File: src/rtl/mem_arb_pkg.sv
// Shared definitions for the memory port arbiter: FSM state encoding,
// port-select constants and default bus widths.
package mem_arb_pkg;

  typedef enum logic [1:0] {
    ST_IDLE   = 2'd0,
    ST_BUSY_I = 2'd1,
    ST_BUSY_D = 2'd2,
    ST_ACK    = 2'd3
  } arb_state_e;

  localparam logic PORT_I = 1'b0;
  localparam logic PORT_D = 1'b1;

  localparam int ADDR_W  = 16;
  localparam int INSTR_W = 24;
  localparam int DATA_W  = 16;

  // Width of the bus-timeout counter; TIMEOUT must fit (1..255).
  localparam int TMR_W = 8;

endpackage

File: src/rtl/mem_arb_timer.sv
// Bus-timeout counter for the arbiter. Held at zero while clr_i is high,
// counts every cycle en_i is high. expired_o flags the cycle whose count
// would reach TIMEOUT, so the access is aborted after exactly TIMEOUT
// waiting cycles.
module mem_arb_timer #(
  parameter int TIMEOUT = 255
) (
  input  logic clk,
  input  logic rst,
  input  logic clr_i,
  input  logic en_i,
  output logic expired_o
);
  import mem_arb_pkg::*;

  localparam logic [TMR_W-1:0] LAST_CNT = TMR_W'(TIMEOUT - 1);

  logic [TMR_W-1:0] cnt_q;
  logic [TMR_W-1:0] cnt_d;

  // Next count: clear has priority over counting.
  always_comb begin
    cnt_d = cnt_q;
    if (clr_i) begin
      cnt_d = '0;
    end else if (en_i) begin
      cnt_d = cnt_q + TMR_W'(1);
    end
  end

  // Counter register.
  always_ff @(posedge clk or posedge rst) begin
    if (rst) begin
      cnt_q <= '0;
    end else begin
      cnt_q <= cnt_d;
    end
  end

  assign expired_o = en_i && (cnt_q == LAST_CNT);

endmodule

File: src/rtl/mem_port_arbiter.sv
// Arbiter sharing one single-ported memory between the instruction-fetch
// port (read-only, INSTR_W wide) and the data load/store port (DATA_W wide).
// Each access: IDLE grant -> BUSY until mem_ready or timeout -> one-cycle ACK.
// Data requests win over fetches. Defining MEM_ARB_STARVE_GUARD_EN adds a
// starvation guard that forces a fetch grant after STARVE_LIMIT consecutive
// data grants that overtook a pending fetch.
module mem_port_arbiter #(
  parameter int ADDR_W       = mem_arb_pkg::ADDR_W,
  parameter int INSTR_W      = mem_arb_pkg::INSTR_W,
  parameter int DATA_W       = mem_arb_pkg::DATA_W,
  parameter int TIMEOUT      = 255,
  parameter int STARVE_LIMIT = 4
) (
  input  logic               clk,
  input  logic               rst,
  input  logic               i_req,
  input  logic [ADDR_W-1:0]  i_addr,
  output logic               i_ack,
  output logic               i_err,
  output logic [INSTR_W-1:0] i_rdata,
  input  logic               d_req,
  input  logic               d_we,
  input  logic [ADDR_W-1:0]  d_addr,
  input  logic [DATA_W-1:0]  d_wdata,
  output logic               d_ack,
  output logic               d_err,
  output logic [DATA_W-1:0]  d_rdata,
  output logic               mem_req,
  output logic               mem_we,
  output logic [ADDR_W-1:0]  mem_addr,
  output logic [INSTR_W-1:0] mem_wdata,
  input  logic               mem_ready,
  input  logic [INSTR_W-1:0] mem_rdata
);
  import mem_arb_pkg::*;

  arb_state_e         state_q;
  logic               i_ack_q;
  logic               i_err_q;
  logic [INSTR_W-1:0] i_rdata_q;
  logic               d_ack_q;
  logic               d_err_q;
  logic [DATA_W-1:0]  d_rdata_q;
  logic               mem_req_q;
  logic               mem_we_q;
  logic [ADDR_W-1:0]  mem_addr_q;
  logic [INSTR_W-1:0] mem_wdata_q;

  logic grant_sel;
  logic starve_hit;
  logic busy;
  logic tmr_expired;

  assign busy = (state_q == ST_BUSY_I) || (state_q == ST_BUSY_D);

  mem_arb_timer #(
    .TIMEOUT (TIMEOUT)
  ) u_timer (
    .clk       (clk),
    .rst       (rst),
    .clr_i     (state_q == ST_IDLE),
    .en_i      (busy && !mem_ready),
    .expired_o (tmr_expired)
  );

`ifdef MEM_ARB_STARVE_GUARD_EN
  localparam int SW = $clog2(STARVE_LIMIT + 1);
  localparam logic [SW-1:0] STARVE_MAX = SW'(STARVE_LIMIT);

  logic [SW-1:0] starve_q;
  logic [SW-1:0] starve_d;

  assign starve_hit = (starve_q == STARVE_MAX);

  // Count data grants that overtook a waiting fetch; a fetch grant clears it.
  always_comb begin
    starve_d = starve_q;
    if (state_q == ST_IDLE) begin
      if ((grant_sel == PORT_I) && i_req) begin
        starve_d = '0;
      end else if ((grant_sel == PORT_D) && d_req && i_req && !starve_hit) begin
        starve_d = starve_q + SW'(1);
      end
    end
  end

  // Starvation counter register.
  always_ff @(posedge clk or posedge rst) begin
    if (rst) begin
      starve_q <= '0;
    end else begin
      starve_q <= starve_d;
    end
  end
`else
  logic unused_starve_limit;

  assign starve_hit          = 1'b0;
  assign unused_starve_limit = (STARVE_LIMIT != 0);
`endif

  // Priority select: data first, unless the starvation guard forces a fetch.
  always_comb begin
    grant_sel = PORT_I;
    if (d_req && !(starve_hit && i_req)) begin
      grant_sel = PORT_D;
    end
  end

  // Access sequencer FSM with registered outputs.
  always_ff @(posedge clk or posedge rst) begin
    if (rst) begin
      state_q     <= ST_IDLE;
      i_ack_q     <= 1'b0;
      i_err_q     <= 1'b0;
      i_rdata_q   <= '0;
      d_ack_q     <= 1'b0;
      d_err_q     <= 1'b0;
      d_rdata_q   <= '0;
      mem_req_q   <= 1'b0;
      mem_we_q    <= 1'b0;
      mem_addr_q  <= '0;
      mem_wdata_q <= '0;
    end else begin
      case (state_q)
        ST_IDLE: begin
          if (d_req || i_req) begin
            mem_req_q <= 1'b1;
            if (grant_sel == PORT_D) begin
              mem_we_q    <= d_we;
              mem_addr_q  <= d_addr;
              mem_wdata_q <= INSTR_W'(d_wdata);
              state_q     <= ST_BUSY_D;
            end else begin
              mem_we_q    <= 1'b0;
              mem_addr_q  <= i_addr;
              mem_wdata_q <= '0;
              state_q     <= ST_BUSY_I;
            end
          end
        end
        ST_BUSY_I, ST_BUSY_D: begin
          // A timeout only fires while mem_ready is low, so !mem_ready is the error flag.
          if (mem_ready || tmr_expired) begin
            mem_req_q <= 1'b0;
            mem_we_q  <= 1'b0;
            state_q   <= ST_ACK;
            if (state_q == ST_BUSY_I) begin
              i_ack_q   <= 1'b1;
              i_err_q   <= !mem_ready;
              i_rdata_q <= mem_ready ? mem_rdata : '0;
            end else begin
              d_ack_q   <= 1'b1;
              d_err_q   <= !mem_ready;
              d_rdata_q <= (mem_ready && !mem_we_q) ? mem_rdata[DATA_W-1:0] : '0;
            end
          end
        end
        ST_ACK: begin
          i_ack_q <= 1'b0;
          i_err_q <= 1'b0;
          d_ack_q <= 1'b0;
          d_err_q <= 1'b0;
          state_q <= ST_IDLE;
        end
        default: begin
          state_q <= ST_IDLE;
        end
      endcase
    end
  end

  assign i_ack     = i_ack_q;
  assign i_err     = i_err_q;
  assign i_rdata   = i_rdata_q;
  assign d_ack     = d_ack_q;
  assign d_err     = d_err_q;
  assign d_rdata   = d_rdata_q;
  assign mem_req   = mem_req_q;
  assign mem_we    = mem_we_q;
  assign mem_addr  = mem_addr_q;
  assign mem_wdata = mem_wdata_q;

endmodule

File: config.mk
export PLATFORM = sky130hd
export DESIGN_NAME = mem_port_arbiter
export DESIGN_NICKNAME = d
export VERILOG_FILES = /design/src/rtl/mem_arb_pkg.sv /design/src/rtl/mem_arb_timer.sv /design/src/rtl/mem_port_arbiter.sv
export SDC_FILE = /design/constraint.sdc
export NUM_CORES = 1
export LEC_CHECK = 0
export ABC_AREA = 1
export ABC_CLOCK_PERIOD_IN_PS = 3000
export CAP_MARGIN = 20
export CORE_ASPECT_RATIO = 0.5
export CORE_MARGIN = 3
export CORE_UTILIZATION = 44
export CTS_CLUSTER_SIZE = 12
export DETAILED_ROUTE_END_ITERATION = 7
export HOLD_SLACK_MARGIN = 0.02
export PLACE_DENSITY = 0.82
export SYNTH_ARGS = -nofsm -noshare
export SYNTH_HDL_FRONTEND = slang
export SYNTH_SLANG_ARGS = --single-unit
File: constraint.sdc
create_clock -name clk -period 3 [get_ports clk]
set_input_delay 0.45 -clock clk [delete_from_list [all_inputs] [get_ports clk]]
set_output_delay 0.45 -clock clk [all_outputs]
set_load 0.005 [all_outputs]
==> flow_metrics.env <==
export IMPL_ys_seq_area_share_pct=52.9
export IMPL_hold_worst_slack_ns=0.462
export IMPL_finalSetupTns_ns=0
export IMPL_grt_usage_pct=20.4
export IMPL_rsz0062_at_grt="no"
export IMPL_insertion_delay_ns=0.34
export IMPL_hold_viol_final=0
export IMPL_syn_area_sq_um=4160
export IMPL_finClkSkew_ns=0.00801
export IMPL_critPathCapture="i_rdata[1]$_DFFE_PP0P_"
export IMPL_vias_per_cell=4.87
export IMPL_die_area_sq_um=10700
export IMPL_crit_start="state_q[0]$_DFFE_PP0P_"
export IMPL_stdcell_count=765
export IMPL_power_leakage_uw=0.00289
export IMPL_ff2ff_setup_slack_ns=1.08
export IMPL_ir_worst_vdd_mv=0.444
export IMPL_area_delta_synth_final_pct=46.2
export IMPL_crit_buf_inv=2
export IMPL_drv_slew=0
export IMPL_clk_path_buf_depth=2
export IMPL_worst_r2r_endpoint="i_rdata[1]$_DFFE_PP0P_"
export IMPL_r2r_start="state_q[0]$_DFFE_PP0P_"
export IMPL_p_int_uw=3830
export IMPL_crit_cells=9
export IMPL_synth_edf_count=0
export IMPL_yosys_area_top_type="dfrtp_1"
export IMPL_clock_fmax_mhz=521
export IMPL_cp_arrival_ns=2.15
export IMPL_path_clk_slew_ns=0.07
export IMPL_io_pins=164
export IMPL_synth_top_cell_area_share_pct=52.9
export IMPL_grt_pass1_vias=3614
export IMPL_status="completed"
export IMPL_place_ws_ns=0.950
export IMPL_cpPeakStageDelay_ns=0.44
export IMPL_core_area_sq_um=8950
export IMPL_post_cts_setup_buffers=0
export IMPL_crit_family="simple AND/OR/NAND/NOR gates"
export IMPL_synth_main_ff_cell="dfrtp_1"
export IMPL_die_h_um=74.8
export IMPL_cp_required_ns=3.23
export IMPL_syn_area_per_cell_sq_um=8.45
export IMPL_cts_buffers=9
export IMPL_power_share_switching_pct=35.2
export IMPL_final_seq_area_sq_um=2200
export IMPL_post_route_period_util_pct=64.0
export IMPL_setup_violations=0
export IMPL_finalWirelength_um=10900
export IMPL_drc=0
export IMPL_synth_cell_types=32
export IMPL_grt_start_max_net_pins=42
export IMPL_hpwl_um=7970
export IMPL_cp_max_fo=24
export IMPL_slowest_stage="ha_1"
export IMPL_ctsHoldBuffers=0
export IMPL_p_per_area_nw_per_um2=970
export IMPL_fin_ws_ns=1.08
export IMPL_p_clk_share_pct=20.9
export IMPL_drt_initial_drc_count=165
export IMPL_grt_overflow_total=0
export IMPL_rows=24
export IMPL_cts_resized=0
export IMPL_antenna_left=0
export IMPL_ys_top_cells_by_area="dfrtp_1, nand2_1, nand3_1, inv_1, nand2_2"
export IMPL_antenna_found_initial=0
export IMPL_cts_max_level=3
export IMPL_first_pass_iters=4
export IMPL_wl_per_cell_um=14.2
export IMPL_port_buffers=155
export IMPL_fin_nets=726
export IMPL_synthCells=493
export IMPL_grt_pass1_wl_um=17200
export IMPL_gp_congestion=0.796
export IMPL_dp_cells=749
export IMPL_relSlewSlack_pct=49.4
export IMPL_p_sw_uw=2080
export IMPL_tightest_slew_ns=0.759
export IMPL_worstPathCellList="inv_1 -> ha_1 -> nand2_4 -> inv_4 -> nand3_4 -> nand2_8 -> nand2_4 -> nand2_1 -> nand2_1"
export IMPL_ys_ff_latch=88
export IMPL_finalCriticalPeriod_ns=1.92
export IMPL_start_util_pct=46.5
export IMPL_worstSetupEndpointType="flop"
export IMPL_fillers=725
export IMPL_hp_class="input pin to async pin"
export IMPL_synthArstFlopShare_pct=100
export IMPL_cts_sinks=88
export IMPL_worstSetupPathType="flop to flop"
export IMPL_multi_input_area_sq_um=1600
export IMPL_cts_root_buffer="clkbuf_16"
export IMPL_comb_power_share_pct=44.8
export IMPL_cp_start_kind="flop"
export IMPL_num_vias=3729
export IMPL_power_frac_seq_pct=34.3
export IMPL_rr_worst_depth=9
export IMPL_cts_tree="done"
export IMPL_die_width_um=144
export IMPL_maxCapViolCount=0
export IMPL_ys_warnings_count=0
export IMPL_drive_gt1_share_pct=10.3
export IMPL_antennaDiodeCount=0
through the flow:
| step | util, % | power (uW) | instance area, sq um |
|---|---|---|---|
| floorplan | - | 3330 | 4190 |
| global placement | 64.4 | 4620 | 5770 |
| detailed placement | 64.4 | 4700 | 5770 |
| CTS | 68.1 | 5950 | 6090 |
| global route | 68.1 | 6330 | 6090 |
| finish | 68.1 | 5910 | 6090 |
power by group through the flow:
stage	sequential, uW	clock (uW)	combinational (uW)
after global placement	2040	0	2590
after CTS	2030	1240	2680
after detailed placement	2040	0	2660
after global routing	2090	1290	2950
after floorplan	2050	0	1280
final	2030	1230	2650
routing by layer:
layer | share of wire [%] | global-route usage, %
met5 | 0 | 0
met4 | 2.4 | 7.10
met3 | 6.0 | 5.90
met2 | 50 | 35.8
met1 | 42 | 24.7
how the worst min path moves through the flow:
stage | from | to | slack (ns) | cells past startpoint
after floorplan | d_rdata[0]$_DFFE_PP0P_ | d_rdata[0]$_DFFE_PP0P_ | 0.46 | 2
after global placement | d_ack$_DFFE_PP0P_ | d_ack$_DFFE_PP0P_ | 0.46 | 2
after detailed placement | i_err$_DFFE_PP0P_ | i_err$_DFFE_PP0P_ | 0.46 | 2
after CTS | rst | mem_wdata[3]$_DFFE_PP0P_ | 0.48 | 2
after global routing | rst | mem_wdata[3]$_DFFE_PP0P_ | 0.50 | 2
final | rst | mem_wdata[3]$_DFFE_PP0P_ | 0.46 | 2
cell usage after synthesis, types with 4 or more instances:
master / instances
o21ai_0: 15
nor2_2: 11
a21oi_1: 5
inv_1: 46
nand2_2: 22
buf_2: 9
buf_6: 5
a31oi_1: 16
o21ai_1: 6
nor2_1: 36
buf_4: 10
nand3_1: 50
nand2_1: 140
ha_1: 5
clkbuf_1: 5
dfrtp_1: 88
nand4_1: 4
flip-flops by register name, indices dropped and copies added (netlist names):
name and count:
i_rdata 24, d_rdata 16, mem_addr 16, mem_wdata 16, u_timer.cnt_q 8, state_q 2
d_ack 1, d_err 1, i_ack 1, i_err 1, mem_req 1, mem_we 1
cell usage in the layout, fill, tap and decap left out, types with 2 or more instances in the layout:
cell type and n:
a21oi_1 4, a31oi_1 16, buf_4 6, bufinv_16 2
clkbuf_1 2, clkbuf_16 9, clkdlybuf4s50_1 155, conb_1 8
dfrtp_1 88, ha_1 5, inv_1 45, inv_2 3
inv_6 2, nand2_1 140, nand2_2 22, nand2_4 3
nand3_1 50, nand4_1 4, nor2_1 36, nor2_2 11
nor3_1 2, o21ai_0 15, o21ai_1 6
cells by family (layout without fill, tap and decap cells):
group | after synthesis | in the layout | share of synthesized area (%)
flops | 88 | 88 | 52.9
fa+ha+maj | 5 | 5 | 1.50
buf+inv | 82 | 230 | 9.65
other cells | 1 | 8 | 0.0901
simple gates | 273 | 273 | 30.0
compound gates | 44 | 44 | 5.89
cell type report:
type	count	area share, %
flip-flops and latches	88	36.2
repair buffers	162	26.5
multi-input cells	330	26.2
clock buffers	12	4.05
inverters	52	3.35
well taps	117	2.40
clock inverters	4	1.25
Note: power is estimated with default switching activity, not from simulation.
